[src/rtl/msrv32_pc_seq_ctrl_if.sv]
// Instruction-memory fetch handshake between the PC sequencer (master) and
// the instruction memory (slave).
interface msrv32_pc_seq_ctrl_if;
    logic        imem_req_out;
    logic [31:0] imem_addr_out;
    logic        imem_ready_in;

    modport master (output imem_req_out, output imem_addr_out, input imem_ready_in);
    modport slave  (input imem_req_out, input imem_addr_out, output imem_ready_in);
endinterface

[src/rtl/msrv32_pc_seq_ctrl.sv]
// Fetch/PC sequencer: owns the PC, issues instruction fetches and applies
// trap/mret/branch redirects at fetch completion or while stalled.
module msrv32_pc_seq_ctrl #(
    parameter logic [31:0] BOOT_ADDR      = 32'h0000_0000,
    parameter int          RESET_HOLD_CYC = 2
) (
    input  logic                         ms_riscv32_mp_clk_in,
    input  logic                         ms_riscv32_mp_rst_in,
    input  logic                         stall_in,
    input  logic                         branch_taken_in,
    input  logic [31:0]                  branch_target_in,
    input  logic                         trap_taken_in,
    input  logic [31:0]                  trap_vector_in,
    input  logic                         mret_in,
    input  logic [31:0]                  epc_in,
    msrv32_pc_seq_ctrl_if.master         imem,
    output logic [31:0]                  pc_out,
    output logic [31:0]                  pc_mux_out,
    output logic                         pc_load_out,
    output logic                         flush_out,
    output logic                         misaligned_out,
    output logic [1:0]                   state_out
);

    typedef enum logic [1:0] {HOLD = 2'd0, FETCH = 2'd1, WAIT = 2'd2, STALL = 2'd3} state_t;

    localparam logic [3:0] HOLD_LAST = 4'(RESET_HOLD_CYC - 1);

    state_t      state, state_nxt;
    logic [3:0]  hold_cnt;
    logic [31:0] pc;
    // Pending redirect priority: 3 trap, 2 mret, 1 branch, 0 none.
    logic [1:0]  pend_prio, new_prio;
    logic [31:0] pend_tgt, new_tgt, eff_tgt, mux;
    logic        take_new, eff_valid, ack, apply, req, misaligned;

    always_comb begin
        new_prio   = 2'd0;
        new_tgt    = 32'h0;
        misaligned = 1'b0;
        if (state != HOLD) begin
            if (trap_taken_in) begin
                new_prio = 2'd3;
                new_tgt  = {trap_vector_in[31:2], 2'b00};
            end else if (mret_in) begin
                new_prio = 2'd2;
                new_tgt  = {epc_in[31:2], 2'b00};
            end else if (branch_taken_in) begin
                if (branch_target_in[1:0] != 2'b00) begin
                    misaligned = 1'b1;
                end else begin
                    new_prio = 2'd1;
                    new_tgt  = branch_target_in;
                end
            end
        end
        take_new  = (new_prio != 2'd0) && (new_prio >= pend_prio);
        eff_valid = take_new || (pend_prio != 2'd0);
        eff_tgt   = take_new ? new_tgt : pend_tgt;
        mux       = eff_valid ? eff_tgt : pc + 32'd4;
    end

    always_comb begin
        state_nxt = state;
        req       = 1'b0;
        ack       = 1'b0;
        apply     = 1'b0;
        unique case (state)
            HOLD:  if (hold_cnt == HOLD_LAST) state_nxt = FETCH;
            FETCH: begin
                // A redirect in flight keeps the fetch going so it can be applied at ack.
                if (stall_in && !eff_valid) begin
                    state_nxt = STALL;
                end else begin
                    req = 1'b1;
                    if (imem.imem_ready_in) ack = 1'b1;
                    else                    state_nxt = WAIT;
                end
            end
            WAIT: begin
                req = 1'b1;
                if (imem.imem_ready_in) begin
                    ack       = 1'b1;
                    state_nxt = stall_in ? STALL : FETCH;
                end
            end
            STALL: begin
                if (eff_valid) apply = 1'b1;
                if (!stall_in) state_nxt = FETCH;
            end
            default: state_nxt = HOLD;
        endcase
        apply = apply | ack;
    end

    always_ff @(posedge ms_riscv32_mp_clk_in or negedge ms_riscv32_mp_rst_in) begin
        if (!ms_riscv32_mp_rst_in) begin
            state     <= HOLD;
            hold_cnt  <= 4'd0;
            pc        <= BOOT_ADDR;
            pend_prio <= 2'd0;
            pend_tgt  <= 32'h0;
        end else begin
            state <= state_nxt;
            if (state == HOLD) hold_cnt <= hold_cnt + 4'd1;
            if (apply) pc <= mux;
            if (apply) begin
                pend_prio <= 2'd0;
                pend_tgt  <= 32'h0;
            end else if (take_new) begin
                pend_prio <= new_prio;
                pend_tgt  <= new_tgt;
            end
        end
    end

    assign imem.imem_req_out  = req;
    assign imem.imem_addr_out = pc;
    assign pc_out             = pc;
    assign pc_mux_out         = (state == HOLD) ? 32'h0 : mux;
    assign pc_load_out        = apply;
    assign flush_out          = apply && eff_valid;
    assign misaligned_out     = misaligned;
    assign state_out          = state;

endmodule

[src/flat_wrapper.sv]
// flat-port wrapper written by rule: the top's interface ports become plain ports
module msrv32_pc_seq_ctrl_flat 
#(
    parameter logic [31:0] BOOT_ADDR      = 32'h0000_0000,
    parameter int          RESET_HOLD_CYC = 2
)
  (ms_riscv32_mp_clk_in, ms_riscv32_mp_rst_in, stall_in, branch_taken_in, branch_target_in, trap_taken_in, trap_vector_in, mret_in, epc_in, pc_out, pc_mux_out, pc_load_out, flush_out, misaligned_out, state_out, imem_imem_req_out, imem_imem_addr_out, imem_imem_ready_in);
  msrv32_pc_seq_ctrl_if imem_i ();
  input  logic ms_riscv32_mp_clk_in;
  input  logic ms_riscv32_mp_rst_in;
  input  logic stall_in;
  input  logic branch_taken_in;
  input  logic [31:0] branch_target_in;
  input  logic trap_taken_in;
  input  logic [31:0] trap_vector_in;
  input  logic mret_in;
  input  logic [31:0] epc_in;
  output logic [31:0] pc_out;
  output logic [31:0] pc_mux_out;
  output logic pc_load_out;
  output logic flush_out;
  output logic misaligned_out;
  output logic [1:0] state_out;
  output wire logic [$bits(imem_i.imem_req_out)-1:0] imem_imem_req_out;
  output wire logic [$bits(imem_i.imem_addr_out)-1:0] imem_imem_addr_out;
  input wire logic [$bits(imem_i.imem_ready_in)-1:0] imem_imem_ready_in;
  assign imem_imem_req_out = imem_i.imem_req_out;
  assign imem_imem_addr_out = imem_i.imem_addr_out;
  assign imem_i.imem_ready_in = imem_imem_ready_in;
  msrv32_pc_seq_ctrl #(.BOOT_ADDR(BOOT_ADDR), .RESET_HOLD_CYC(RESET_HOLD_CYC)) u_core (.ms_riscv32_mp_clk_in(ms_riscv32_mp_clk_in), .ms_riscv32_mp_rst_in(ms_riscv32_mp_rst_in), .stall_in(stall_in), .branch_taken_in(branch_taken_in), .branch_target_in(branch_target_in), .trap_taken_in(trap_taken_in), .trap_vector_in(trap_vector_in), .mret_in(mret_in), .epc_in(epc_in), .imem(imem_i), .pc_out(pc_out), .pc_mux_out(pc_mux_out), .pc_load_out(pc_load_out), .flush_out(flush_out), .misaligned_out(misaligned_out), .state_out(state_out));
endmodule
[config.mk]
export PLATFORM = sky130hd
export DESIGN_NAME = msrv32_pc_seq_ctrl_flat
export DESIGN_NICKNAME = d
export VERILOG_FILES = /design/src/rtl/msrv32_pc_seq_ctrl_if.sv /design/src/rtl/msrv32_pc_seq_ctrl.sv /design/src/flat_wrapper.sv
export SDC_FILE = /design/constraint.sdc
export NUM_CORES = 1
export LEC_CHECK = 0
export ABC_CLOCK_PERIOD_IN_PS = 4500
export BUFFER_PORTS_ARGS = -buffer_cell sky130_fd_sc_hd__buf_2
export CORE_MARGIN = 2
export CORE_UTILIZATION = 45
export DETAILED_ROUTE_END_ITERATION = 6
export HOLD_SLACK_MARGIN = 0.1
export PLACE_DENSITY_LB_ADDON = 0.2
export SYNTH_ARGS = -nofsm -noshare
export SYNTH_HDL_FRONTEND = slang
export SYNTH_SLANG_ARGS = --single-unit
[constraint.sdc]
create_clock -name ms_riscv32_mp_clk_in -period 4.5 [get_ports ms_riscv32_mp_clk_in]
set_clock_uncertainty 0.15 [all_clocks]
set_input_delay 0.9 -clock ms_riscv32_mp_clk_in [delete_from_list [all_inputs] [get_ports ms_riscv32_mp_clk_in]]
set_output_delay 0.9 -clock ms_riscv32_mp_clk_in [all_outputs]
set_load 0.005 [all_outputs]
==> summary.md <==
| Metric | Value |
|---|---|
| Status | `finished clean` |
| Main combinational cell family by area after synthesis | `compound AO/OA/AOI/OAI gates` |
| Critical path required time | `3.45 ns` |
| DRC violation count after routing | `0` |
| DR iter-0 viols | `304` |
| Lkg Pwr | `0.00316 uW` |
| Ys async rst share | `1.00` |
| Setup Crit Path Kind | `primary input to primary output` |
| Final Setup Violations | `0` |
| Worst hold path startpoint | `u_core.hold_cnt[3]` |
| Min cycle time layout | `4.41 ns` |
| Num CTS Buffers | `9` |
| GRT Total Usage | `0.254` |
| Tightest Hold Check Type | `register to register` |
| Post-Synth XOR/XNOR Area | `0.0495` |
| Syn_area_per_cell | `8.60 um2` |
| DR WL/cell | `17.8 um` |
| Die area | `0.0127 mm2` |
| Most frequent cells in the layout | `buf_2, nor2_1, dfrtp_1` |
| RSZ-0062 raised after global routing | `false` |
| PortBufs | `200` |
| Most common cell after layout, fill and taps aside | `buf_2` |
| Syn Inst Count | `617` |
| Total number of vias | `5388` |
| Row count | `39` |
| Clock root buffer | `clkbuf_16` |
| Pins Over Slew Limit | `0` |
| Switching Fraction | `0.465` |
| Worst-Margin Slew | `0.970 ns` |
| Vias in the first global route | `5035` |
| Total of max-cap violations | `0` |
| Post-Syn Area | `0.00531 mm2` |
| Worst Path Max Fanout | `36` |
| I/O Pins | `205` |
| Combinational share of power | `0.654` |
| Worst Setup End Kind | `primary output` |
| Vias/cell | `5.79` |
| Grt ovf | `0` |
| Final setup TNS | `0 ns` |
| Critical Path AT | `3.36 ns` |
| Worst r2r src | `u_core.state_out[0]` |
| Antenna violations before repair | `0` |
| Final wirelength | `16.6 mm` |
| Critical Path End | `pc_mux_out[31]` |
| FMAX | `0.227 GHz` |
| Crit path from | `branch_target_in[0]` |
| Primary FF master, synth | `dfrtp_1` |
| Clk buf depth | `2` |
| DP HPWL | `12.1 mm` |
| R2R setup slack | `1.11 ns` |
| Reg2reg path depth | `11` |
| Switching power total | `2660 uW` |
| Worst flop-to-flop path endpoint | `u_core.imem.imem_addr_out[23]` |
| Seq/Total Area, Yosys | `0.339` |
| First drt pass iteration count | `5` |
| P&R area growth vs syn | `26.3%` |
| Fin crit share | `0.981` |
| Clk sink count | `72` |
| Clock transition at path regs | `0.05 ns` |
| Simple-gate share of the synthesized area | `0.196` |
| Part of the power in registers | `0.223` |
| Core area | `0.0115 mm2` |
| Die H | `113 um` |
| CTS tree | `done` |
| CTS H-tree depth | `3` |
| Routability congestion estimate | `0.865` |
| Critical path launch point type | `primary input` |
| Diodes inserted | `0` |
| Final-layout fill cell count | `1036` |
| Starting Density | `0.463` |
| Final #Nets | `895` |
| Layout cells sized above 1 | `0.362` |
| Core Util, Final | `0.585` |
| Synth Register Bits | `72` |
| Mux share of post-synthesis cell area | `0.0349` |
| Worst skew pair latency | `0.34 ns` |
| Hold buffer count at CTS | `0` |
| Slew headroom | `0.353` |
| VDD IR max | `0.385 mV` |
| First-pass GRT wire length | `25.9 mm` |
| Unique masters post-synth | `67` |
| Cell area power density | `852 mW/mm2` |
| Clock power frac | `0.123` |
| Final hold violation count | `0` |
| Net Count, Synth | `729` |
| Die X-Extent | `113 um` |
| WHS | `0.312 ns` |
| ANT nets after route | `0` |
| Power Internal | `3050 uW` |
| Post-Synth Adder-Cell Area | `0.0212` |
| Ys Warns | `0` |
| Compound-Gate Fraction of Synth Area | `0.252` |
| Hold depth | `1` |
| EDFF count, synth | `0` |
| Pin count of the biggest net entering global routing | `73` |
## worst min path at each step
stage | slack [ns] | endpoint
floorplan | 0.29 | u_core.hold_cnt[3]
global placement | 0.31 | u_core.hold_cnt[3]
detailed placement | 0.30 | u_core.hold_cnt[3]
CTS | 0.32 | u_core.hold_cnt[3]
global route | 0.35 | u_core.hold_cnt[3]
finish | 0.31 | u_core.hold_cnt[3]
## worst max-delay path, cell delays in order
cell,delay (ns)
buf_2,0.13
nor4b_4,0.30
o21bai_1,0.13
ha_1,0.31
nand2b_4,0.17
a21oi_4,0.28
buf_12,0.17
o21a_4,0.16
buf_12,0.20
nor2_1,0.07
a211oi_1,0.33
buf_2,0.18
## cell families after synthesis
| kind of cell | Yosys count |
|---|---|
| DFF | 72 |
| adders and majority gates | 9 |
| AOI/OAI and AO/OA | 192 |
| muxes | 18 |
| and+or+nand+nor | 200 |
| xor gates and xnor gates | 30 |
| buffers and inverters | 96 |
## power by group through the flow
stage          sequential (uW)  clock [uW]  combinational, uW
6_report                  1270         702               3740
5_1_grt                   1320         741               4090
4_1_cts                   1270         714               3560
3_5_place_dp              1280           0               3500
3_3_place_gp              1250           0               3420
2_1_floorplan             1200           0               2400
## state kept, by name, summed over array words and instances, names as in the netlist
signal / flops
u_core.hold_cnt: 4
u_core.imem.imem_addr_out: 32
u_core.pend_prio: 2
u_core.pend_tgt: 32
u_core.state_out: 2
## Yosys cell counts (7+ instances only)
library cell | instances | area share
nor2b_1 | 7 | 0.0083
o21ai_0 | 22 | 0.021
a21oi_1 | 52 | 0.049
inv_1 | 13 | 0.0092
dfrtp_1 | 72 | 0.34
buf_2 | 16 | 0.015
and2_1 | 7 | 0.0083
xor2_1 | 15 | 0.025
a31oi_1 | 11 | 0.013
o21a_1 | 8 | 0.011
a211oi_1 | 26 | 0.037
nor2_1 | 83 | 0.059
clkbuf_1 | 27 | 0.019
mux2i_1 | 14 | 0.026
buf_4 | 32 | 0.045
nor4_1 | 13 | 0.015
xnor2_1 | 15 | 0.025
a221oi_1 | 20 | 0.033
nand4_1 | 7 | 0.0083
nor3_1 | 9 | 0.0085
ha_1 | 9 | 0.021
o22a_1 | 9 | 0.015
nand2_1 | 34 | 0.024
## metal layers
layer,part of all wire,wire [um],track usage
met1,0.42,6950,0.321
met2,0.50,8320,0.451
met3,0.065,1080,0.0497
met4,0.014,227,0.0545
met5,0,0,0
## through the flow
| step | cell area, um2 | total power (uW) | cells | setup WS [ns] |
|---|---|---|---|---|
| finish | 6700 | 5710 | 931 | 0.0870 |
| global route | 6700 | 6150 | 931 | 0.00527 |
| CTS | 6590 | 5540 | 926 | 0.0224 |
| detailed placement | 6270 | 4780 | 909 | -0.163 |
| global placement | 6270 | 4670 | 909 | -0.0803 |
| floorplan | 5310 | 3600 | 617 | 0.0228 |
## layout make-up
cell class	count	area (um2)	share of cell area
Inverter	14	52.6	0.00784
Multi-Input combinational cell	449	3030	0.452
Timing Repair Buffer	237	1350	0.202
Clock inverter	6	60.1	0.00896
Tap cell	143	179	0.0267
Clock buffer	10	229	0.0342
Sequential cell	72	1800	0.269
## what timing repair did
item | 4_1_cts | 5_1_grt
buffers inserted | 1 | 3
pin swaps | 1 | 2
setup endpoints to repair | 7 | 13
resized for setup | 7 | 8
gates cloned | 0 | 2
Power figures use the tool's default switching activity.
